--- src/rtl/interval_meter.sv ---
// Measures the clock-cycle interval between two rising edges of `in`.
// The result comes out as a value/put pair, so it can feed a timer directly.
module interval_meter #(
  parameter int W    = 8,
  parameter bit CONT = 1'b0
) (
  input  logic         clock,
  input  logic         reset,
  input  logic         arm,
  input  logic         in,
  output logic [W-1:0] value,
  output logic         put,
  output logic         ovf,
  output logic         busy
);

  typedef enum logic [1:0] {
    IDLE    = 2'd0,
    WAIT    = 2'd1,
    MEASURE = 2'd2
  } state_t;

  localparam logic [W-1:0] MAXC = '1;

  state_t         state_reg, state_next;
  logic [W-1:0]   count_reg, count_next;
  logic [W-1:0]   value_reg, value_next;
  logic           ovf_reg, ovf_next;
  logic           put_reg, put_next;
  logic           busy_reg, busy_next;
  logic           prev_reg;
  logic           rise;

  assign rise = in & ~prev_reg;

  always_comb begin
    state_next = state_reg;
    count_next = count_reg;
    value_next = value_reg;
    ovf_next   = ovf_reg;
    put_next   = 1'b0;
    // arm wins over everything, including an edge that would close a period
    if (arm) begin
      state_next = WAIT;
    end else begin
      case (state_reg)
        IDLE: begin
        end
        WAIT: begin
          if (rise) begin
            state_next = MEASURE;
            count_next = '0;
          end
        end
        MEASURE: begin
          if (rise) begin
            value_next = (count_reg == MAXC) ? MAXC : count_reg + 1'b1;
            ovf_next   = (count_reg == MAXC);
            put_next   = 1'b1;
            if (CONT) begin
              count_next = '0;
            end else begin
              state_next = IDLE;
            end
          end else if (count_reg != MAXC) begin
            count_next = count_reg + 1'b1;
          end
        end
        default: begin
          state_next = IDLE;
        end
      endcase
    end
    busy_next = (state_next != IDLE);
  end

  always_ff @(posedge clock or negedge reset) begin
    if (!reset) begin
      state_reg <= IDLE;
      count_reg <= '0;
      value_reg <= '0;
      ovf_reg   <= 1'b0;
      put_reg   <= 1'b0;
      busy_reg  <= 1'b0;
      prev_reg  <= 1'b0;
    end else begin
      state_reg <= state_next;
      count_reg <= count_next;
      value_reg <= value_next;
      ovf_reg   <= ovf_next;
      put_reg   <= put_next;
      busy_reg  <= busy_next;
      prev_reg  <= in;
    end
  end

  assign value = value_reg;
  assign put   = put_reg;
  assign ovf   = ovf_reg;
  assign busy  = busy_reg;

endmodule
--- config.mk ---
export PLATFORM = sky130hd
export DESIGN_NAME = interval_meter
export DESIGN_NICKNAME = d
export VERILOG_FILES = /design/src/rtl/interval_meter.sv
export SDC_FILE = /design/constraint.sdc
export NUM_CORES = 1
export LEC_CHECK = 0
export CORE_MARGIN = 1
export CORE_UTILIZATION = 57
export CTS_CLUSTER_DIAMETER = 100
export DETAILED_ROUTE_END_ITERATION = 10
export GPL_TIMING_DRIVEN = 0
export PLACE_DENSITY_LB_ADDON = 0.2
export SYNTH_ARGS = -nofsm -noshare
export SYNTH_HDL_FRONTEND = slang
export SYNTH_SLANG_ARGS = --single-unit
--- constraint.sdc ---
create_clock -name clock -period 2.55 [get_ports clock]
set_input_delay 0.765 -clock clock [delete_from_list [all_inputs] [get_ports clock]]
set_output_delay 0.765 -clock clock [all_outputs]
set_load 0.03 [all_outputs]
Word level (Yosys, flattened, before mapping)
Index checks and enable logic that the tools add are counted.

cells by class
  add/sub/neg operators = 1
  equal/unequal tests = 7
  multiplexer cells = 12
  bitwise operators = 3
  reductions and logical operators = 5

operators by type and width
  operator                                        number
  two-way mux 8 bit                               4
  one-hot mux 8 bit (2 select lines)              1
  adder 8 x 1 -> 8 bit (second input constant)    1
  == test 8 bit (second input constant)           1
  inequality test 8 bit (second input constant)   1
  two-way mux 2 bit                               3
  inequality test 2 bit (second input constant)   3
  one-hot mux 2 bit (3 select lines)              1
  AND reduction 5 bit                             1
  nonzero test 2 bit                              2
  two-way mux 1 bit                               3
  AND reduction 3 bit                             1
  == test 2 x 1 -> 1 bit (second input constant)  1
  == test 2 bit (second input constant)           1
  zero test 2 bit                                 1
  NOT 1 bit                                       2
  AND 1 bit                                       1

word-level totals
  register bits = 22
  output and inout bits = 11
  word-level logic and storage cells = 35

Logic depth before layout (Yosys ltp)
  depth in word-level cells = 6
  depth in mapped cells = 7
  gate-level depth less buffers = 6

Least setup slack after synthesis
Ideal clock, no wire load.

  kind = input-to-reg
  from = input port in
  to = register count_reg[3]
  setup time = 125 ps
  arrival = 1590 ps
  required time = 2425 ps
  slack = 835 ps
  stages on the path = 4
  path through = and2b_1 -> o211a_4 -> o31ai_4 -> mux2_4

on the way
  word-level cells in the longest chain between the ends = 3
  elaborated cells on any way between the ends = 4
  those cells by class = eq/ne (2); bitwise (1); reduce/logical (1)

RTL lines
  what                                    line  source
  start: declaration                      10    input logic in,
  AND 1 bit *                             34    assign rise = in & ~prev_reg;
  inequality test 2 bit (no source line)  n/a
  AND reduction 5 bit (no source line) *  n/a
  end signal: assignment                  88    count_reg <= count_next;
  end: declaration                        26    logic [W-1:0] count_reg, count_next;

Mark *: on every way between the ends. The rest lies on a longest branch, timed or not.
A chain may end at the register's enable or synchronous reset.

Worst setup path after layout
  from = register value_reg[6], in the netlist value[6]
  to = output port value[6]

RTL lines
  what                      line  source
  start: declaration        27    logic [W-1:0] value_reg, value_next;
  start signal: assignment  89    value_reg <= value_next;
  end: declaration          11    output logic [W-1:0] value,

No word-level cell between the ends.

==> summary.md <==
| Metric | Value |
|---|---|
| Outcome | finished clean |
| GRT Util Overall | a little under a quarter |
| Crit path DAT | between 1 and 1.5 ns |
| Clk buf depth | 2 |
| Global-route wire length before repair | around 3600 um |
| Maximum fanout along the worst path | 2 |
| Worst r2r path cells | 6 |
| P&R area growth vs syn | 17.8% |
| Main area contributors after synthesis | dfrtp_1, ha_1, a21oi_1 |
| Antenna viol nets, final | 0 |
| Async S/R FF share, synth | 100% |
| Worst setup endpoint | value[6] |
| Critical path's slowest cell | clkdlybuf4s50_1 |
| Starting Density | ~64% |
| Synth area leader | dfrtp_1 |
| Worst-Margin Slew | 0.959 ns |
| Crit path kind | reg -> out |
| Wire per inst | approximately 14 um |
| I/O pins | 15 |
| TritonCTS buffer count | 3 |
| Relative slew slack | 35.9% |
| FF-to-FF Start | state_reg[0] |
| GR Overflow Total | 0 |
| Pint | ~0.6 mW |
| Peak supply drop | about 0.00053 V |
| CP Cell Sequence | clkdlybuf4s50_1 |
| Skew-Pair Late Insertion Delay | ~0.30 ns |
| Sw Ratio | 32.3% |
| Iter 0 DRT Violations | 15 |
| Share of cells above drive strength 1 | 14.5% |
| Worst path top cell family by delay | buffers and inverters |
| Synth Cell Area | between 0.001 and 0.0015 mm2 |
| Die span in x | between 40 and 50 um |
| RSZ-0062 raised after global routing | no |
| Worst endpoint required time | approximately 1.8 ns |
| Syn. warnings | 0 |
| Htree depth | 1 |
| Die Span Y | approximately 47 um |
| Nets | approximately 140 |
| Routed vias | 900 |
| Clk_skew | between 0.0015 and 0.002 ns |
| Count of state elements after synthesis | 22 |
| Final setup TNS | 0 ns |
| Crit path depth | 1 |
| Post-synthesis cell type count | between 40 and 50 |
| Vias in the first global route | 832 |
| CTS Sinks | 22 |
| Remaining DRCs | 0 |
| Switch Pwr | between 0.2 and 0.3 mW |
| Commonest non-fill, non-tap cells in the layout | dfrtp_1, clkdlybuf4s50_1, nor2_1 |
| CP Capture Type | primary output |
| Number of synthesized flops with an enable pin | 0 |
| Main synth FF type | dfrtp_1 |
| Sequential power share | 47.5% |
| RR Endpoint | value[2] |
| Setup slack, reg-to-reg | approximately 0.68 ns |
| Final Setup Violations | 0 |
| Core Region | between 0.0015 and 0.002 mm2 |
| Worst Setup Start Kind | flip-flop |
| Tcrit/Tclk final | 83.0% |
| Initial antenna violation count | 0 |
| Root Buffer | clkbuf_4 |
| Die ar. | approximately 0.0022 mm2 |
| Hold WC Path Type | reg -> reg |
| Worst-path clk slew | about 0.11 ns |
| Pleak | around 0.63 nW |
| Fmax | 473 MHz |
| RePlAce Congestion | slightly below 0.8 |
| Power Dens Cells | 637 mW/mm2 |
| Post-Syn Nets | about 120 |
| Max Cap Viol | 0 |
| Hpwl dp | 1630 um |
| Gate Count Post-Synth | 113 |
| Drt total wl | ~2100 um |
| # hold bufs at CTS | 0 |
| Fin. max-slew vios | 0 |
| Hold_ws | between 0.4 and 0.5 ns |
| Resize count post-CTS | 0 |
| Yosys top cell area share | between 40% and 50% |
| Via density | 5.77 |
| HP Start | value[4] |
| Most common cell after layout, fill and taps aside | dfrtp_1 |
| CTS tree | yes |
| Crit path from | value[6] |
| Detailed Routing Iterations Pass 1 | 4 |
| Fin crit period | 2.12 ns |
| Setup Buffers After CTS | 0 |
| Largest net degree at the start of global routing | 23 |
| Comb pwr share | 31.4% |
| IO buf count | 14 |
| Syn_area_per_cell | between 10 and 15 um2 |
| Row Count | 15 |
| Sequential area share after synthesis | a little under half |
| Max incr delay on CP | 0.68 ns |
| Hold Vio Cnt, Final | 0 |
| ANT cells | 0 |
| Clock power share | between 20% and 30% |
| WP buf/inv | 1 |
## cells in the mapped netlist, types with 2 or more instances
master,count
inv_1,6
nor2_1,12
a21oi_1,9
mux2i_1,3
nand2_1,9
o31ai_1,2
nand3_2,2
xor2_1,2
o21ai_0,3
nand2b_1,3
dfrtp_1,22
nand3_1,3
ha_1,6
nor3_1,3
## how the worst min path moves through the flow
stage,depth (start not counted),end,slack (ns)
after floorplan,0,busy,0.47
after global placement,2,value[4],0.45
after detailed placement,2,value[4],0.46
after CTS,2,value[4],0.48
after global routing,2,value[4],0.51
final,2,value[4],0.48
## worst min-delay path: stages, from the launching register on
cell	delay (ns)
dfrtp_1	0.36
nand2_1	0.05
nand2_1	0.05
## metrics by stage
stage               area, um2  setup slack, ns  instances  util, %  power, mW
CTS                      1370            0.408        156     75.5      0.886
finish                   1370            0.434        156     75.5      0.875
detailed placement       1340           0.0891        152     73.5      0.700
global placement         1340            0.145        152     73.5      0.687
global route             1370            0.366        156     75.5      0.932
floorplan                1170            0.835        113        -      0.591
## metal layers
layer / vias up / global-route usage (%) / part of all wire (%)
met1: 431 / 29.7 / 45
met2: 24 / 38.4 / 50
met5: - / 0 / 0
met3: 7 / 2.69 / 3.6
met4: 0 / 9.71 / 1.9
li1: 438 / - / -
## cell families after synthesis
kind of cell | synth area share, %
AND/OR/NAND/NOR | 21.5
AO/OA/AOI/OAI | 16.8
flip-flops | 47.2
buffers and inverters | 2.68
adder cells (fa/ha/maj) | 6.44
multiplexers | 3.86
XOR/XNOR | 1.50
## final cells by class
type / instances / area [um2]
plain buffers: 1 / 5.00
clock buffers: 4 / 36.3
fillers: 141 / 447
inverters: 7 / 26.3
multi-input cells: 83 / 584
flip-flops and latches: 22 / 551
well taps: 25 / 31.3
repair buffers: 14 / 140
## power by group through the flow
stage                     sequential (mW)  clock, mW  combinational [mW]
final                               0.416      0.185               0.274
after global routing                0.421      0.210               0.301
after CTS                           0.416      0.192               0.277
after floorplan                     0.492          0              0.0991
after global placement              0.420          0               0.267
after detailed placement            0.424          0               0.276
(Power assumes the default switching activity.)
==> edit (same settings) <==
Make the reset (`reset`) synchronous in one clocked block.
--- a/src/rtl/interval_meter.sv
+++ b/src/rtl/interval_meter.sv
@@ -76,3 +76,3 @@
 
-  always_ff @(posedge clock or negedge reset) begin
+  always_ff @(posedge clock) begin
     if (!reset) begin
Behaviour: differs if reset is asserted again (counterexample within 4 cycles, from zero or initial values and one cycle with reset low); with reset held inactive, the same outputs for 10 cycles.
==> edit against the unedited design <==
Sequential cell count unchanged. Synthesized cell count down 3.5%. Synthesized area down 13%. Non-clock buffer count up 2. Clock skew up 9.1 ps. Design area down 12%. Sequential share of layout area down 3.6 points. Die area down 12%. Global-route usage up 1.4 points. Worst setup slack better by 12 ps. Wire length down 3.8%.
Power is not compared: it rests on default switching activity, and its combinational part moved more than twofold at a synthesized area within 25%.
==> edit: results (changes against the unedited design) <==
Placement
  – Area after DPL: 1156 um2 (was 1338 um2)
  – DP Wirelength: 1451 um (was 1631 um)
  – Dpl ws: 124.4 ps (was 89.12 ps)
  – Port Buffers: 12 (was 14)
  – Gpl congestion: 0.8053 (was 0.7852)

CTS
  – Clk_lat worst skew: 310 ps
  – Number of setup buffers added after CTS: 0 (unchanged)
  – CTS Buf Count: 3 (unchanged)
  – Clk slew on worst S/H paths: 130 ps (was 110 ps)

Global routing
  – Vias in the first global route: 785 (was 832)
  – Pin count of the biggest net entering global routing: 14 (was 23)
  – Met2 usage: 39.12% (was 38.36%)
  – Antenna violations before repair: 0 (unchanged)
  – GRT Resource Usage Total: 24.32% (was 22.89%)
  – Global-route wire length before repair: 3408 um (was 3553 um)
  – GRT met1 Usage: 30.18% (was 29.67%)
  – Met3 Use GR: 2.857% (was 2.692%)

Timing
  – Period minus WS final: 2104 ps (was 2116 ps)
  – Setup Skew: 10.98 ps (was 1.899 ps)
  – Hold Slack: 481.4 ps (was 476.8 ps)
  – Worst Tran Pin Value: 444.1 ps (was 959.1 ps)

Setup path
  – Setup crit end: value[1] (was value[6])
  – Critical Path Start: value[1]$_SDFFE_PN0P_ (was value[6]$_DFFE_PN0P_)
  – Reg-to-reg startpoint: count_reg[0]$_SDFFE_PN0P_ (was state_reg[0]$_DFF_PN0_)
  – Peak per-stage delay on the critical path: 670 ps
  – Slowest cell on crit path: clkdlybuf4s50_1 (unchanged)
  – Critical path's top delay family: buffers and inverters (unchanged)
  – R2R cell count: 5 (was 6)
  – R2R setup slack: 820 ps (was 680 ps)
  – Reg2Reg Capture Point: count_reg[4]$_SDFFE_PN0P_ (was value[2]$_DFFE_PN0P_)

Pwr
  – P_leak: 0.4619 nW
  – Logic pwr share: 5.6%

Synth
  – Sequential area share after synthesis: 43.35% (was 47.21%)
  – Post-synth ARST share: 0% (was 100.0%)
  – Post-synth top cells: dfxtp_1 (22), a21oi_1 (6), inv_1 (6), nor2_1 (6) (was dfrtp_1 (22), nor2_1 (12), a21oi_1 (9), nand2_1 (9))
  – Largest cells by area after synthesis: dfxtp_1 (43%), a21oi_1 (3.0%), nand2b_4 (2.7%) (was dfrtp_1 (47%), ha_1 (6.4%), a21oi_1 (3.9%))
  – Syn_nets: 114 (was 123)
  – Synth Instances: 109 (was 113)

Drt
  – Wirelength per Cell: 14.37 um (was 13.51 um)
  – WL met1: 909 um (was 947 um)
  – Met2 routed WL: 969 um (was 1043 um)
  – Routed met3 length: 82 um (was 76 um)
  – Starting DRC count in detailed routing: 16 (was 15)
  – Vias/cell: 6.163 (was 5.769)

Final layout
  – Post-route insts no fill: 141 (was 156)
  – Post-layout nets: 131 (was 142)
  – Fillers: 117 (was 141)
  – Final Util: 76.67% (was 75.46%)
  – Share of cells above drive strength 1: 13.60% (was 14.50%)

Run status
  – Status: finished clean (unchanged)

Worst hold path
  – Hold Crit Start: value[7]$_SDFFE_PN0P_ (was value[4]$_DFFE_PN0P_)
  – Hold EP: value[7]$_SDFFE_PN0P_ (was value[4]$_DFFE_PN0P_)
[edit: changes by cell type after synthesis, sizes merged, moves of 3 or more]
| cell | before | now |
|---|---|---|
| dfrtp | 22 | 0 |
| dfxtp | 0 | 22 |
| nor2 | 12 | 6 |
| ha | 6 | 1 |
| nand2 | 9 | 4 |
| a21oi | 9 | 6 |
| a31oi | 1 | 4 |
| mux2i | 3 | 0 |
| nand2b | 3 | 6 |
| o21ai | 4 | 7 |
| o31ai | 3 | 0 |
[edit: cell families (layout without fill, tap and decap cells)]
logic type	after synthesis	after routing	share of synthesized area [%]
fa+ha+maj	1	1	1.231
flops	22	22	43.35
buf+inv	11	27	4.433
compound gates	34	34	24.51
xor+xnor	1	1	0.8622
mux	1	1	1.477
simple gates	39	39	24.14
[edit: cell type report]
type / count / area share [%]
tap: 16 / 1.656
timing repair buffer: 12 / 9.938
multi-input combinational: 76 / 43.89
buffer: 5 / 1.863
clock buffer: 3 / 1.863
sequential: 22 / 36.44
inverter: 6 / 1.863
clock inverter: 1 / 2.484
